--- src/rtl/seq_div_unit_if.sv ---
// Operand/result bundle between the CPU control path and the divider.
`timescale 1ns/1ps
interface seq_div_unit_if #(
    parameter int WIDTH = 32
);
    logic [WIDTH-1:0] a;
    logic [WIDTH-1:0] b;
    logic             start;
    logic             busy;
    logic             done;
    logic             div_by_zero;
    logic [WIDTH-1:0] quotient;
    logic [WIDTH-1:0] remainder;

    modport master (
        output a, b, start,
        input  busy, done, div_by_zero, quotient, remainder
    );

    modport slave (
        input  a, b, start,
        output busy, done, div_by_zero, quotient, remainder
    );
endinterface

--- src/rtl/seq_div_unit.sv ---
// Restoring signed divider, one quotient bit per clock, MIPS DIV results.
`timescale 1ns/1ps
module seq_div_unit #(
    parameter int WIDTH = 32
) (
    input  logic          clk,
    input  logic          reset,
    seq_div_unit_if.slave dif
);
    localparam int CW = $clog2(WIDTH);

    typedef enum logic [2:0] {
        IDLE,
        CALC,
        FIX,
        ZERO,
        DONE
    } state_t;

    state_t           state_q;
    logic [CW-1:0]    cnt_q;
    logic             neg_q_q;
    logic             neg_r_q;
    logic [WIDTH-1:0] dvs_q;
    logic [WIDTH-1:0] rem_q;
    logic [WIDTH-1:0] dq_q;
    logic [WIDTH-1:0] quot_q;
    logic [WIDTH-1:0] rmdr_q;
    logic             busy_q;
    logic             done_q;
    logic             dbz_q;

    logic [WIDTH-1:0] abs_a_d;
    logic [WIDTH-1:0] abs_b_d;
    logic [WIDTH:0]   cand_d;
    logic [WIDTH:0]   diff_d;
    logic [WIDTH-1:0] q_fix_d;
    logic [WIDTH-1:0] r_fix_d;

    // -MIN wraps back to MIN, which is the correct unsigned magnitude
    assign abs_a_d = dif.a[WIDTH-1] ? -dif.a : dif.a;
    assign abs_b_d = dif.b[WIDTH-1] ? -dif.b : dif.b;

    assign cand_d  = {rem_q, dq_q[WIDTH-1]};
    assign diff_d  = cand_d - {1'b0, dvs_q};

    assign q_fix_d = neg_q_q ? -dq_q  : dq_q;
    assign r_fix_d = neg_r_q ? -rem_q : rem_q;

    always_ff @(posedge clk or negedge reset) begin
        if (!reset) begin
            state_q <= IDLE;
            cnt_q   <= '0;
            neg_q_q <= 1'b0;
            neg_r_q <= 1'b0;
            dvs_q   <= '0;
            rem_q   <= '0;
            dq_q    <= '0;
            quot_q  <= '0;
            rmdr_q  <= '0;
            busy_q  <= 1'b0;
            done_q  <= 1'b0;
            dbz_q   <= 1'b0;
        end else begin
            unique case (state_q)
                IDLE: begin
                    if (dif.start) begin
                        neg_q_q <= dif.a[WIDTH-1] ^ dif.b[WIDTH-1];
                        neg_r_q <= dif.a[WIDTH-1];
                        dq_q    <= abs_a_d;
                        dvs_q   <= abs_b_d;
                        rem_q   <= '0;
                        cnt_q   <= CW'(WIDTH - 1);
                        busy_q  <= 1'b1;
                        state_q <= (dif.b == '0) ? ZERO : CALC;
                    end
                end
                CALC: begin
                    // dq_q shifts dividend bits out and quotient bits in
                    if (!diff_d[WIDTH]) begin
                        rem_q <= diff_d[WIDTH-1:0];
                        dq_q  <= {dq_q[WIDTH-2:0], 1'b1};
                    end else begin
                        rem_q <= cand_d[WIDTH-1:0];
                        dq_q  <= {dq_q[WIDTH-2:0], 1'b0};
                    end
                    cnt_q <= cnt_q - CW'(1);
                    if (cnt_q == '0) begin
                        state_q <= FIX;
                    end
                end
                FIX: begin
                    quot_q  <= q_fix_d;
                    rmdr_q  <= r_fix_d;
                    done_q  <= 1'b1;
                    dbz_q   <= 1'b0;
                    state_q <= DONE;
                end
                ZERO: begin
                    done_q  <= 1'b1;
                    dbz_q   <= 1'b1;
                    state_q <= DONE;
                end
                DONE: begin
                    done_q  <= 1'b0;
                    dbz_q   <= 1'b0;
                    busy_q  <= 1'b0;
                    state_q <= IDLE;
                end
                default: begin
                    state_q <= IDLE;
                end
            endcase
        end
    end

    assign dif.busy        = busy_q;
    assign dif.done        = done_q;
    assign dif.div_by_zero = dbz_q;
    assign dif.quotient    = quot_q;
    assign dif.remainder   = rmdr_q;
endmodule

--- src/flat_wrapper.sv ---
// flat-port wrapper written by rule: the top's interface ports become plain ports
module seq_div_unit_flat 
#(
    parameter int WIDTH = 32
)
  (clk, reset, dif_a, dif_b, dif_start, dif_busy, dif_done, dif_div_by_zero, dif_quotient, dif_remainder);
  seq_div_unit_if #(.WIDTH(WIDTH)) dif_i ();
  input  logic clk;
  input  logic reset;
  input wire logic [$bits(dif_i.a)-1:0] dif_a;
  input wire logic [$bits(dif_i.b)-1:0] dif_b;
  input wire logic [$bits(dif_i.start)-1:0] dif_start;
  output wire logic [$bits(dif_i.busy)-1:0] dif_busy;
  output wire logic [$bits(dif_i.done)-1:0] dif_done;
  output wire logic [$bits(dif_i.div_by_zero)-1:0] dif_div_by_zero;
  output wire logic [$bits(dif_i.quotient)-1:0] dif_quotient;
  output wire logic [$bits(dif_i.remainder)-1:0] dif_remainder;
  assign dif_i.a = dif_a;
  assign dif_i.b = dif_b;
  assign dif_i.start = dif_start;
  assign dif_busy = dif_i.busy;
  assign dif_done = dif_i.done;
  assign dif_div_by_zero = dif_i.div_by_zero;
  assign dif_quotient = dif_i.quotient;
  assign dif_remainder = dif_i.remainder;
  seq_div_unit #(.WIDTH(WIDTH)) u_core (.clk(clk), .reset(reset), .dif(dif_i));
endmodule
--- config.mk ---
export PLATFORM = sky130hd
export DESIGN_NAME = seq_div_unit_flat
export DESIGN_NICKNAME = d
export VERILOG_FILES = /design/src/rtl/seq_div_unit_if.sv /design/src/rtl/seq_div_unit.sv /design/src/flat_wrapper.sv
export SDC_FILE = /design/constraint.sdc
export NUM_CORES = 1
export LEC_CHECK = 0
export BUFFER_PORTS_ARGS = -buffer_cell sky130_fd_sc_hd__buf_2
export CORE_MARGIN = 8
export CORE_UTILIZATION = 54
export CTS_CLUSTER_DIAMETER = 120
export DETAILED_ROUTE_END_ITERATION = 10
export PLACE_DENSITY = 0.78
export SETUP_SLACK_MARGIN = 0.5
export SYNTH_ARGS = -nofsm -noshare
export SYNTH_HDL_FRONTEND = slang
export SYNTH_SLANG_ARGS = --single-unit
--- constraint.sdc ---
create_clock -name clk -period 3.2 [get_ports clk]
set_input_delay 0 -clock clk [delete_from_list [all_inputs] [get_ports clk]]
set_output_delay 0 -clock clk [all_outputs]
set_load 0.1 [all_outputs]
# Word-level counts from Yosys, hierarchy flattened
# Index checks and enable logic that the tools add are counted.
# word_totals
reg_bits,173
input_bits,67
out_inout_bits,67
elab_cells,58
# op_classes
add_sub_neg,6
n_eq_ne,6
muxes,20
n_bitwise,1
n_reduce_logical,13
# ops
cell,n
2-to-1 mux 32 bit,7
negation 32 bit,4
one-hot mux 32 bit (2 select lines),2
subtractor 33 x 32 -> 33 bit,1
zero test 32 bit,1
one-hot mux 5 bit (2 select lines),1
one-hot mux 3 bit (3 select lines),1
AND reduction 2 bit,4
nonzero test 2 bit,4
"== test 3 x 2 -> 1 bit, second input constant",2
2-to-1 mux 3 bit,2
one-hot mux 1 bit (2 select lines),3
zero test 5 bit,1
2-to-1 mux 5 bit,1
"subtractor 5 x 1 -> 5 bit, second input constant",1
OR reduction 2 bit,2
"== test 3 x 1 -> 1 bit, second input constant",1
"== test 3 bit, second input constant",1
zero test 3 bit,1
2-to-1 mux 1 bit,2
2-to-1 mux 2 bit,1
"!= test 2 x 1 -> 1 bit, second input constant",1
"!= test 2 bit, second input constant",1
XOR 1 bit,1

# Longest topological paths before layout
# Gate-level depths: netlist (run 1).
# depth
word_depth,4
mapped_depth,14

# Worst setup path after synthesis (run 1)
# No wires, ideal clock.
# synth_timing
kind,reg-to-reg
start,reg u_core.dq_q[2]
end,"reg u_core.quot_q[29], in the netlist u_core.dif.quotient[29]"
setup_ps,137
arrival_ps,3340
path_slack_ps,-276
path_stages_with_launch,10
cell_sequence,dfrtp_1 > or3_4 > or4_4 > or4_1 > or4_4 > or4_4 > or3_4 > o41ai_2 > xor2_1 > a21oi_1
# synth_via
elab_chain_len,2
# synth_lines
item,line,text
from (decl),seq_div_unit.sv:26,logic [WIDTH-1:0] dq_q;
from (signal assigned),seq_div_unit.sv:70,dq_q <= abs_a_d;
from (signal assigned),seq_div_unit.sv:82,"dq_q <= {dq_q[WIDTH-2:0], 1'b1};"
from (signal assigned),seq_div_unit.sv:85,"dq_q <= {dq_q[WIDTH-2:0], 1'b0};"
negation 32 bit,seq_div_unit.sv:47,assign q_fix_d = neg_q_q ? -dq_q : dq_q;
2-to-1 mux 32 bit,seq_div_unit.sv:47,
to (signal assigned),seq_div_unit.sv:93,quot_q <= q_fix_d;
to (decl),seq_div_unit.sv:27,logic [WIDTH-1:0] quot_q;
# Every way passes these cells.
# A chain may end at the register's enable or synchronous reset.

# Worst setup path after layout (run 1)
# layout_timing
start,reg u_core.dq_q[4]
end,"reg u_core.quot_q[27], in the netlist u_core.dif.quotient[27]"
# Same word-level chain as after synthesis.

==> impl_metrics.yaml, run 1 <==
sta:
  fmax_mhz: 282
  setup_slack_ns: -0.346
  fin_hold_ws_ns: 0.0346
  period_minus_slack_ns: 3.55
  rsz0062_at_grt: "yes"
  hold_violations: 0
  drv_slew: 0
  tightest_slew_ns: 1.33
  relSlewSlack_pct: 11.1
  fin_crit_sh_pct: 111
  fin_skew_ns: 0.0127
  setup_violations: 7
global_route:
  antenna_found_initial: 0
  grt_usage_pct: 24.1
  grt_pass1_wl_um: 51100
  grt_start_max_net_pins: 103
  grt_pass1_vias: 10400
  overflow: 0
route:
  postRouteAntennaNets: 0
  drc_errors: 0
  routed_wl_um: 32800
  detail_route.first_pass.iterations: 5
  vias_per_cell: 5.97
  drt_iter0_drc: 867
  vias: 10900
  routedWlPerCell_um: 17.9
setup_path:
  end_kind: "flop"
  crit_type: "flop to flop"
  worstPathArrival_ns: 3.86
  start_kind: "flop"
  cp.required_ns: 3.52
  crit_fanout: 5
placed_design:
  place_hpwl_um: 21300
  place.gp.congestion: 0.946
  place_area_mm2: 0.0125
  pre_cts_slack_ns: -0.298
  numPortBuffers: 133
die:
  rows: 52
  die_x_um: 160
  die_h_um: 160
  coreArea_mm2: 0.0202
  start_util_pct: 55.1
  ioPinCount: 134
  die_area_mm2: 0.0255
synthesis:
  ys_seq_elements: 173
  yosys_warnings: 0
  ys_async_sr_fraction_pct: 100
  synth-edff-count: 0
  synth_cell_types: 61
  netlist_area_mm2: 0.0112
  postSynthNetCount: 1410
  yosysSeqAreaShare_pct: 38.8
  syn-instance-count: 1304
  postSynthAreaPerCell_um2: 8.56
  synth_top_flop_cell: "dfrtp_1"
flow_run:
  cap_violations: 0
clock_tree:
  cts_tree: "built"
  cts.path.max_buffers: 2
  clkTransAtPathRegs_ns: 0.08
  clock_latency_ns: 0.45
  clock-root-buffer: "clkbuf_16"
  htreeDepth: 4
  cts_buffers: 17
  cts.sink_count: 173
hold_path:
  hold_path_class: "input port to flop"
run_status:
  status: "complete, but fails checks"
  violations: "negative setup slack"
power_and_ir_drop:
  combPwrFrac_pct: 67.0
  netSwitchingPower_uw: 8910
  power_density_mw_per_mm2: 1240
  peakVddDrop_uv: 726
  p_leak_uw: 0.00639
  p_clk_share_pct: 11.0
  finalPower_uw: 18300
  p_int_uw: 9350
  swShare_pct: 48.8
  power_frac_seq_pct: 22.0
cells_and_area:
  final_cell_mix: "dfrtp_1 (168), buf_2 (131), xor2_1 (114)"
  final_common_cell: "dfrtp_1"
  final_cell_area_mm2: 0.0148
  area.growth.synth_to_final_pct: 32.2
  drive_above_1_share_pct: 25.2
  nFillCells: 1403
  antenna_cells: 0
  nets: 1651
-- stage by stage --
stage	util [%]	setup TNS (ns)	instances
floorplan	-	-1.12	1304
global placement	61.6	-1.07	1695
detailed placement	61.6	-1.35	1695
CTS	70.6	-1.34	1812
global route	72.9	-2.38	1828
finish	72.9	-1.88	1828
-- flip-flops by register name, indices dropped and copies added (netlist names), 3 cells and up --
register / cells
u_core.dif.quotient: 32
u_core.dif.remainder: 32
u_core.dq_q: 32
u_core.dvs_q: 32
u_core.rem_q: 32
u_core.cnt_q: 5
u_core.state_q: 3
-- routing by layer --
metal	up-vias	global-route usage [%]	wire length, um
li1	5143	-	-
met4	0	8.92	991
met3	89	3.96	2370
met2	475	38.8	15500
met5	-	0	0
met1	5204	32.1	13900
-- worst paths after layout --
check	startpoint	to	slack (ns)	cells past startpoint
max in group asynchronous	reset	u_core.rem_q[27]	2.14	3
hold / removal	dif_a[9]	u_core.dq_q[10]	0.03	4
min in group asynchronous	reset	u_core.dif.quotient[9]	0.19	2
setup reg to reg	u_core.dq_q[4]	u_core.dif.quotient[27]	-0.35	9
hold reg to reg	u_core.dvs_q[28]	u_core.dvs_q[28]	0.48	2
setup / recovery	u_core.dq_q[4]	u_core.dif.quotient[27]	-0.35	9
-- synthesized netlist by cell type (12+ instances only) --
cell type,instances,share of area [%]
a22oi_1,30,2.0
or4_1,14,0.94
nand2b_1,12,0.67
o41ai_1,15,1.2
nand3_1,41,1.8
xnor2_1,25,2.0
nor3_1,17,0.76
inv_1,56,1.9
xor2_1,116,9.1
or3_1,17,0.95
nand2_1,118,4.0
nor2b_1,14,0.78
a21oi_1,115,5.2
dfrtp_1,173,39
ha_1,38,4.3
mux2i_1,25,2.2
o21ai_0,153,6.9
o31ai_1,35,2.4
clkbuf_1,58,2.0
nor2_1,109,3.7
-- timing repair --
action | CTS | global route
setup endpoints to repair | 47 | 65
endpoints found under the hold margin | 164 | 0
cloned | 3 | 1
pin swaps | 59 | 63
hold buffers | 69 | 0
setup buffers | 13 | 15
gates resized for setup | 100 | 84
-- logic make-up after synthesis --
| family | count (synthesis) | synth area share (%) |
|---|---|---|
| xor gates and xnor gates | 141 | 11.1 |
| AOI/OAI and AO/OA | 411 | 22.3 |
| muxes | 27 | 2.44 |
| and+or+nand+nor | 387 | 16.7 |
| DFF | 173 | 38.8 |
| buffers and inverters | 126 | 4.25 |
| adders and majority gates | 39 | 4.44 |
-- power groups by stage --
stage,logic (uW),clock network (uW),registers [uW]
2_1_floorplan,6460,0,4520
3_3_place_gp,9240,0,3850
3_5_place_dp,9460,0,3910
4_1_cts,10900,2030,3930
5_1_grt,13200,2120,4110
6_report,12200,2010,4020
-- critical path: stages, from the launching register on --
cell and delay [ns]:
dfrtp_1 0.38, or3_4 0.39, or4_4 0.43, or4_4 0.43, or4_4 0.43, or4_4 0.44
or3_4 0.41, o31ai_4 0.24, xor2_1 0.18, a21oi_1 0.09
-- final cells by class --
class / count / area [um2] / share of cell area (%)
inverter: 56 / 210 / 1.42
clock inverter: 14 / 128 / 0.865
tap: 270 / 338 / 2.29
multi-input combinational: 1005 / 7090 / 48.1
timing repair buffer: 292 / 2210 / 15.0
clock buffer: 18 / 439 / 2.98
sequential: 173 / 4340 / 29.4
Power figures use the tool's default switching activity.
==> inputs of run 2 (changes only) <==
--- a/config.mk
+++ b/config.mk
@@ -13,3 +13,2 @@
 export PLACE_DENSITY = 0.78
-export SETUP_SLACK_MARGIN = 0.5
 export SYNTH_ARGS = -nofsm -noshare
==> constraint.sdc (replaced) <==
create_clock -name clk -period 3.2 [get_ports clk]
set_input_delay 0.48 -clock clk [delete_from_list [all_inputs] [get_ports clk]]
set_output_delay 0.48 -clock clk [all_outputs]
set_load 0.1 [all_outputs]
==> impl_metrics.yaml, run 2 (synthesis results as in run 1) <==
route:
  vias: 10100
  detail_route.first_pass.iterations: 5
  drt_iter0_drc: 742
  drc_errors: 0
  postRouteAntennaNets: 0
  routed_wl_um: 29700
  routedWlPerCell_um: 16.9
  vias_per_cell: 5.75
sta:
  relSlewSlack_pct: 24.1
  fin_skew_ns: 0.0134
  tightest_slew_ns: 1.14
  setup_slack_ns: -0.400
  fmax_mhz: 278
  hold_violations: 1
  fin_crit_sh_pct: 112
  fin_hold_ws_ns: -0.00223
  setup_violations: 8
  period_minus_slack_ns: 3.60
  drv_slew: 0
  rsz0062_at_grt: "yes"
setup_path:
  crit_type: "flop to flop"
  end_kind: "flop"
  crit_fanout: 5
  ff2ff_path_depth: 9
  start_kind: "flop"
  worstPathArrival_ns: 3.91
  critPathSlowestCell: "or3_4"
  cp.required_ns: 3.52
  crit_top_cell: "or4_4"
  crit_chain: "or3_4 -> or4_4 -> or4_4 -> or4_4 -> or4_4 -> or3_4 -> o31ai_2 -> xor2_1 -> a21oi_1"
  crit_path_max_incr_delay_ns: 0.46
cells_and_area:
  drive_above_1_share_pct: 19.7
  antenna_cells: 0
  final_cell_area_mm2: 0.0133
  area.growth.synth_to_final_pct: 19.3
  final_cell_mix: "dfrtp_1 (173), o21ai_0 (150), buf_2 (131)"
  nets: 1577
  final_common_cell: "dfrtp_1"
placed_design:
  place_hpwl_um: 22100
  place_area_mm2: 0.0126
  numPortBuffers: 133
  place.gp.congestion: 0.913
clock_tree:
  clkTransAtPathRegs_ns: 0.08
  cts.sink_count: 173
  htreeDepth: 4
  clock_latency_ns: 0.44
  cts_buffers: 17
  cts.path.max_buffers: 2
  cts_tree: "built"
  clock-root-buffer: "clkbuf_16"
power_and_ir_drop:
  power_density_mw_per_mm2: 1180
  p_leak_uw: 0.00590
  finalPower_uw: 15800
  peakVddDrop_uv: 665
die:
  rows: 52
  coreArea_mm2: 0.0202
  start_util_pct: 55.1
  ioPinCount: 134
  die_h_um: 160
  die_x_um: 160
  die_area_mm2: 0.0255
global_route:
  overflow: 0
  antenna_found_initial: 0
  grt_start_max_net_pins: 66
  grt_pass1_vias: 9731
  grt_usage_pct: 23.1
  grt_pass1_wl_um: 49300
hold_path:
  hold_path_class: "input port to asynchronous set/reset pin"
run_status:
  status: "complete, but fails checks"
  violations: "negative hold slack, negative setup slack"
flow_run:
  cap_violations: 0
==> run 2: repair_timing <==
item / 4_1_cts / 5_1_grt
hold buffers: 0 / 0
setup buffers: 3 / 3
gates resized for setup: 8 / 15
endpoints found under the setup margin: 7 / 27
hold endpoints to repair: 0 / 0
pin swaps: 8 / 11
==> run 2: metal layers <==
metal,vias up,routed length [um],track usage (%)
met4,0,452,6.52
met3,32,1750,3.73
met2,287,13400,35.9
met5,-,0,0
li1,4997,-,-
met1,4771,14100,32.7
==> run 2: cell type report <==
| class | count | area [um2] |
|---|---|---|
| well taps | 270 | 338 |
| multi-input cells | 1005 | 6480 |
| clock buffers | 19 | 443 |
| fillers | 1706 | 6920 |
| clock inverters | 13 | 126 |
| inverters | 56 | 210 |
| repair buffers | 218 | 1390 |
| flip-flops and latches | 173 | 4330 |
==> run 2: metrics by stage <==
| stage | worst slack [ns] | utilization (%) | instances | setup TNS, ns | hold WS [ns] |
|---|---|---|---|---|---|
| 2_1_floorplan | -0.319 | - | 1304 | -1.68 | 0.184 |
| 3_3_place_gp | -0.424 | 62.2 | 1717 | -2.16 | 0.462 |
| 3_5_place_dp | -0.456 | 62.2 | 1717 | -2.50 | 0.470 |
| 4_1_cts | -0.302 | 65.4 | 1752 | -1.75 | 0.0398 |
| 5_1_grt | -0.474 | 65.8 | 1754 | -3.11 | 0.0545 |
| 6_report | -0.400 | 65.8 | 1754 | -2.33 | -0.00223 |
==> run 2: power by group <==
group	total, uW	switching (uW)	internal, uW
combinational	9840	5920	3910
clock	2030	979	1050
sequential	3910	885	3020
total	15800	7790	7980
==> run 2: worst max-delay path, delay by kind of cell, from the launching register on <==
kind	cells	cell delay (ns)
AO/OA/AOI/OAI	2	0.30
XOR/XNOR	1	0.17
AND/OR/NAND/NOR	6	2.60
flip-flops	1	0.40
==> run 2: final timing paths <==
kind | startpoint | endpoint | slack [ns]
setup / recovery | u_core.dq_q[4] | u_core.dif.quotient[27] | -0.40
hold / removal | reset | u_core.dif.quotient[7] | -0.002
setup reg to reg | u_core.dq_q[4] | u_core.dif.quotient[27] | -0.40
hold reg to reg | u_core.dvs_q[9] | u_core.dvs_q[9] | 0.48
max in group asynchronous | reset | u_core.rem_q[23] | 2.43
min in group clk | dif_a[10] | u_core.dq_q[10] | 0.34
